===== config.mk =====
export PLATFORM = sky130hd
export DESIGN_NAME = hazard_unit
export DESIGN_NICKNAME = d
export VERILOG_FILES = /design/src/rtl/core_pkg.sv /design/src/rtl/sat_counter.sv /design/src/rtl/hazard_unit.sv
export SDC_FILE = /design/constraint.sdc
export NUM_CORES = 1
export LEC_CHECK = 0
export ABC_AREA = 1
export CAP_MARGIN = 20
export CORE_MARGIN = 2
export CORE_UTILIZATION = 55
export CTS_CLUSTER_DIAMETER = 100
export DETAILED_ROUTE_END_ITERATION = 8
export PLACE_DENSITY = 0.87
export SYNTH_ARGS = -nofsm -noshare
export SYNTH_HDL_FRONTEND = slang
export SYNTH_SLANG_ARGS = --single-unit

===== constraint.sdc =====
create_clock -name clk -period 6.1 [get_ports clk]
set_clock_uncertainty 0.2 [all_clocks]
set_input_delay 1.83 -clock clk [delete_from_list [all_inputs] [get_ports clk]]
set_output_delay 1.83 -clock clk [all_outputs]
set_load 0.02 [all_outputs]

===== src/rtl/core_pkg.sv =====
// core_pkg: shared types and constants for the RV32I pipeline control logic.
//   fwd_sel_t   - operand forwarding select driven into the E-stage muxes
//   mem_fsm_t   - states of the data-memory wait controller
//   RESULT_LOAD - ResultSrc encoding that marks a load instruction
package core_pkg;

    typedef enum logic [1:0] {
        FWD_RF = 2'b00,   // operand from the register file
        FWD_W  = 2'b01,   // operand from the W-stage result
        FWD_M  = 2'b10    // operand from the M-stage ALU result
    } fwd_sel_t;

    typedef enum logic {
        RUN      = 1'b0,
        MEM_WAIT = 1'b1
    } mem_fsm_t;

    localparam logic [1:0] RESULT_LOAD = 2'b01;

endpackage


===== src/rtl/sat_counter.sv =====
// sat_counter: event counter that increments when inc is high and holds at
// all-ones instead of wrapping.
//   clk   - clock, rising edge
//   rst_n - asynchronous active-low reset, clears the count
//   inc   - count this cycle
//   cnt   - current count
module sat_counter #(
    parameter int CNT_W = 32
) (
    input  logic             clk,
    input  logic             rst_n,
    input  logic             inc,
    output logic [CNT_W-1:0] cnt
);

    logic [CNT_W-1:0] cnt_q;
    logic [CNT_W-1:0] cnt_d;

    always_comb begin
        cnt_d = cnt_q;
        if (inc && (cnt_q != {CNT_W{1'b1}})) begin
            cnt_d = cnt_q + CNT_W'(1);
        end
    end

    always_ff @(posedge clk or negedge rst_n) begin
        if (!rst_n) begin
            cnt_q <= '0;
        end else begin
            cnt_q <= cnt_d;
        end
    end

    assign cnt = cnt_q;

endmodule


===== src/rtl/hazard_unit.sv =====
// hazard_unit: hazard controller for the 5-stage RV32I pipeline.
//   Inputs : D-stage sources (Rs1D/Rs2D), E-stage sources/destination and
//            load marker (Rs1E/Rs2E/RdE/RegWriteE/ResultSrcE), taken branch
//            (PCSrcE), M/W destinations (RdM/RdW/RegWriteM/RegWriteW) and the
//            data-memory handshake (MemReqM/MemReadyM).
//   Outputs: forwarding selects (ForwardAE/ForwardBE), stage stalls
//            (StallF/D/E/M), D/E flushes (FlushD/FlushE), sticky memory
//            timeout flag (mem_err) and saturating stall/flush event counters.
module hazard_unit
    import core_pkg::*;
#(
    parameter int TIMEOUT = 16,
    parameter int CNT_W   = 32
) (
    input  logic             clk,
    input  logic             rst_n,
    input  logic [4:0]       Rs1D,
    input  logic [4:0]       Rs2D,
    input  logic [4:0]       Rs1E,
    input  logic [4:0]       Rs2E,
    input  logic [4:0]       RdE,
    input  logic             RegWriteE,
    input  logic [1:0]       ResultSrcE,
    input  logic             PCSrcE,
    input  logic [4:0]       RdM,
    input  logic [4:0]       RdW,
    input  logic             RegWriteM,
    input  logic             RegWriteW,
    input  logic             MemReqM,
    input  logic             MemReadyM,
    output logic [1:0]       ForwardAE,
    output logic [1:0]       ForwardBE,
    output logic             StallF,
    output logic             StallD,
    output logic             StallE,
    output logic             StallM,
    output logic             FlushD,
    output logic             FlushE,
    output logic             mem_err,
    output logic [CNT_W-1:0] stall_cnt,
    output logic [CNT_W-1:0] flush_cnt
);

    localparam int WCNT_W = (TIMEOUT > 1) ? $clog2(TIMEOUT) : 1;
    localparam logic [WCNT_W-1:0] WCNT_LAST = WCNT_W'(TIMEOUT - 1);

    mem_fsm_t          state_q, state_d;
    logic [WCNT_W-1:0] wcnt_q, wcnt_d;
    logic              mem_err_q, mem_err_d;

    fwd_sel_t fwd_a, fwd_b;
    logic     timeout_hit, mem_stall, lw_stall;
    logic     stall_f, stall_d, stall_e, stall_m, flush_d, flush_e;

    // M has priority because it holds the younger (more recent) write.
    function automatic fwd_sel_t fwd_sel(input logic [4:0] rs);
        if (RegWriteM && (RdM != 5'd0) && (RdM == rs)) return FWD_M;
        else if (RegWriteW && (RdW != 5'd0) && (RdW == rs)) return FWD_W;
        else return FWD_RF;
    endfunction

    always_comb begin
        fwd_a = FWD_RF;
        fwd_b = FWD_RF;
        if (rst_n) begin
            fwd_a = fwd_sel(Rs1E);
            fwd_b = fwd_sel(Rs2E);
        end
    end

    always_comb begin
        // On the last allowed wait cycle the stall is dropped so the pipe
        // moves on and the access is abandoned.
        timeout_hit = (state_q == MEM_WAIT) && (wcnt_q == WCNT_LAST);
        mem_stall   = MemReqM && !MemReadyM && !timeout_hit;
        lw_stall    = RegWriteE && (ResultSrcE == RESULT_LOAD) && (RdE != 5'd0) &&
                      ((RdE == Rs1D) || (RdE == Rs2D));

        stall_f = 1'b0;
        stall_d = 1'b0;
        stall_e = 1'b0;
        stall_m = 1'b0;
        flush_d = 1'b0;
        flush_e = 1'b0;
        if (!rst_n) begin
            flush_d = 1'b1;
            flush_e = 1'b1;
        end else if (mem_stall) begin
            // Freeze everything; a taken branch waits in E until release.
            stall_f = 1'b1;
            stall_d = 1'b1;
            stall_e = 1'b1;
            stall_m = 1'b1;
        end else if (PCSrcE) begin
            // The branch is older than the load-use pair, so it wins.
            flush_d = 1'b1;
            flush_e = 1'b1;
        end else if (lw_stall) begin
            stall_f = 1'b1;
            stall_d = 1'b1;
            flush_e = 1'b1;
        end
    end

    always_comb begin
        state_d   = state_q;
        wcnt_d    = wcnt_q;
        mem_err_d = mem_err_q;
        case (state_q)
            RUN: begin
                if (MemReqM && !MemReadyM) begin
                    state_d = MEM_WAIT;
                    wcnt_d  = '0;
                end
            end
            MEM_WAIT: begin
                if (!MemReqM || MemReadyM) begin
                    state_d = RUN;
                end else if (timeout_hit) begin
                    state_d   = RUN;
                    mem_err_d = 1'b1;
                end else begin
                    wcnt_d = wcnt_q + WCNT_W'(1);
                end
            end
            default: state_d = RUN;
        endcase
    end

    always_ff @(posedge clk or negedge rst_n) begin
        if (!rst_n) begin
            state_q   <= RUN;
            wcnt_q    <= '0;
            mem_err_q <= 1'b0;
        end else begin
            state_q   <= state_d;
            wcnt_q    <= wcnt_d;
            mem_err_q <= mem_err_d;
        end
    end

    sat_counter #(.CNT_W(CNT_W)) u_stall_cnt (
        .clk   (clk),
        .rst_n (rst_n),
        .inc   (stall_f),
        .cnt   (stall_cnt)
    );

    sat_counter #(.CNT_W(CNT_W)) u_flush_cnt (
        .clk   (clk),
        .rst_n (rst_n),
        .inc   (flush_e && rst_n),
        .cnt   (flush_cnt)
    );

    assign ForwardAE = fwd_a;
    assign ForwardBE = fwd_b;
    assign StallF    = stall_f;
    assign StallD    = stall_d;
    assign StallE    = stall_e;
    assign StallM    = stall_m;
    assign FlushD    = flush_d;
    assign FlushE    = flush_e;
    assign mem_err   = mem_err_q;

endmodule


==> impl_metrics.ini <==
[setup_path]
crit_required_ns = 4.07
cp.arrival_ns = 3.90
r2r_setup_slack_ns = 2.65
critPathMaxFanout = 4
crit_type = in -> out
startpoint_type = input pin
crit_path_end_kind = output port

[final_layout]
most-common-layout-cells = 291 x nand2_1, 118 x clkdlybuf4s50_1, 94 x nor2_1
syn_to_final_growth_pct = 28.09
finalInstanceArea_um2 = 6556
nNetsFinal = 938
final_layout_size_suffix_gt1_frac = 0.04134
num_antenna_cells = 0
final_common_cell = nand2_1

[place]
gp_congestion = 0.9427
post-dp-hpwl_um = 10700
port_buffers = 119
dpl_cell_area_um2 = 6360

[clock_network]
clockRootBuffer = clkbuf_8
cts_tree = built
clk_path_buf_depth = 2
ctsHoldBuffers = 0
cts.sinks = 70
clock_latency_ns = 0.36
cts_setup_buffers = 0
numCtsBuffers = 9
htreeDepth = 3
clk_pin_slew_ns = 0.07
cts-resized-gates = 0

[power_and_ir_drop]
clkPwrFrac = 0.338
p_leak_nw = 3.011
finalPower_w = 0.001154
power_frac_comb = 0.208
switching_share = 0.3181
power.switching_w = 0.0003670
power.density_nw_per_um2 = 176.0
seqPwrFrac = 0.454
vdd_ir_drop_max_v = 0.0001426
power.internal_w = 0.0007868

[sta]
worst_slew_pin_slew_ns = 0.9679
finalCriticalPeriod_ns = 5.935
rsz0062_at_grt = false
setup_tns_ns = 0
report.final.slew_viol_count = 0
hold_viol = 0
finalSetupViolCount = 0
final_min_period_over_clock_period = 0.9729
holdWs_ns = 0.2841
fmax_mhz = 168.5
max-slew-margin-rel = 0.3530

[synthesis]
syn-num-nets = 826
ys_ff_latch = 70
syn-instance-count = 778
ys_warn_count = 0
syn_area_per_cell_um2 = 6.579
ys_types = 30
syn_area_um2 = 5119
yosysSeqAreaShare = 0.3422

[routing]
drt-initial-drc-count = 275
vias_per_cell = 5.484
post-route-drc-count = 0
drt-total-wl_um = 14270
vias = 5517
ant_nets = 0
wire_per_inst_um = 14.19
drtPass1Iterations = 5

[floorplanning]
rows = 35
start_util = 0.5593
dieArea_um2 = 10090
die_x_um = 100.5
die_y_um = 100.5
pin_count = 120
coreArea_um2 = 9153

[job]
max_cap_viol_count = 0

[status]
status = complete, no violations

[global_route]
grt_pass1_vias = 5424
grt_pass1_wl_um = 24470
gr-usage-all-layers = 0.2969
grt_start_max_net_pins = 73
antenna_found_initial = 0
grt_overflow = 0

[hold_path]
min_path_type = reg -> reg
## cell usage after synthesis
cell type	n	area, µm²
nand2_1	291	1092
nor2_1	94	352.8
nand3_1	73	365.4
dfrtp_1	70	1752
inv_1	66	247.7
nand4_1	39	244.0
xor2_1	39	341.6
xnor2_1	21	183.9
nor3_1	20	100.1
buf_2	9	45.04
nand3b_1	8	60.06
clkbuf_1	6	22.52
o21ai_0	5	25.02
a21oi_1	4	20.02
buf_1	4	15.01
nor4_1	4	25.02
buf_6	3	33.78
ha_1	3	37.54
or2_2	3	18.77
buf_4	2	15.01
nand2_2	2	12.51
nand3_2	2	20.02
nor2_2	2	12.51
nor2_4	2	22.52
a21oi_2	1	8.760
inv_2	1	3.750
nand3_4	1	17.52
nor3b_1	1	7.510
o21bai_1	1	7.510
o41ai_1	1	8.760
## per-layer routing
| metal | GRT usage | wire (µm) |
|---|---|---|
| met5 | 0 | 0 |
| met4 | 0.1401 | 485 |
| met3 | 0.04022 | 804 |
| met2 | 0.5111 | 7044 |
| met1 | 0.3688 | 5937 |
## kinds of logic (layout without fill, tap and decap cells)
kind of cell             Yosys count  in the layout  share of synthesized area
buffers and inverters             91            208                    0.07479
AND/OR/NAND/NOR                  542            542                     0.4593
AO/OA/AOI/OAI                     12             12                    0.01369
flip-flops                        70             70                     0.3422
XOR/XNOR                          60             60                     0.1027
adder cells (fa/ha/maj)            3              3                   0.007334
## path summary, 6_finish.rpt
kind | cells after the start | from | end
max | 11 | RdE[1] | StallF
max in group asynchronous | 2 | rst_n | u_flush_cnt.cnt[21]
min reg2reg | 1 | mem_err | mem_err
max reg2reg | 9 | u_flush_cnt.cnt[0] | u_flush_cnt.cnt[9]
min in group asynchronous | 2 | rst_n | u_stall_cnt.cnt[0]
min | 1 | mem_err | mem_err
## worst max-delay path, stage by stage
cell and delay, ns:
clkdlybuf4s50_1 0.54, inv_1 0.08, nand2_1 0.08, nand2_1 0.07
nor2_1 0.15, nand3_1 0.10, nand2_1 0.10, nand2_1 0.08
a21oi_2 0.11, buf_4 0.16, clkdlybuf4s50_1 0.61
## power by group through the flow
stage | registers, W | clock network, W | logic (W)
global route | 0.000527 | 0.000409 | 0.000263
floorplan | 0.000553 | 0 | 0.0000972
global placement | 0.000531 | 0 | 0.000231
CTS | 0.000524 | 0.000394 | 0.000241
finish | 0.000524 | 0.000390 | 0.000240
detailed placement | 0.000531 | 0 | 0.000239
## state kept, by name, indices dropped and copies added, names as in the netlist
| signal | count |
|---|---|
| u_flush_cnt.cnt | 32 |
| wcnt_q | 4 |
| mem_err | 1 |
| u_stall_cnt.cnt | 32 |
| state_q | 1 |
## metrics by stage
step / util / worst slack [ns] / std cells
final: 0.7163 / 0.1652 / 1006
after floorplan: - / 0.9466 / 778
after CTS: 0.7163 / 0.1939 / 1006
after global placement: 0.6949 / 0.3091 / 990
after global routing: 0.7163 / 0.05213 / 1006
after detailed placement: 0.6949 / 0.2004 / 990
## area by class of cell
cell class,count,area [µm²]
timing repair buffer,125,1234
clock buffer,9,123.9
multi-input combinational,617,2984
fill,762,2596
clock inverter,7,72.57
sequential,70,1752
tap,111,138.9
inverter,67,251.5
No activity file was read; power rests on OpenSTA's default activity.
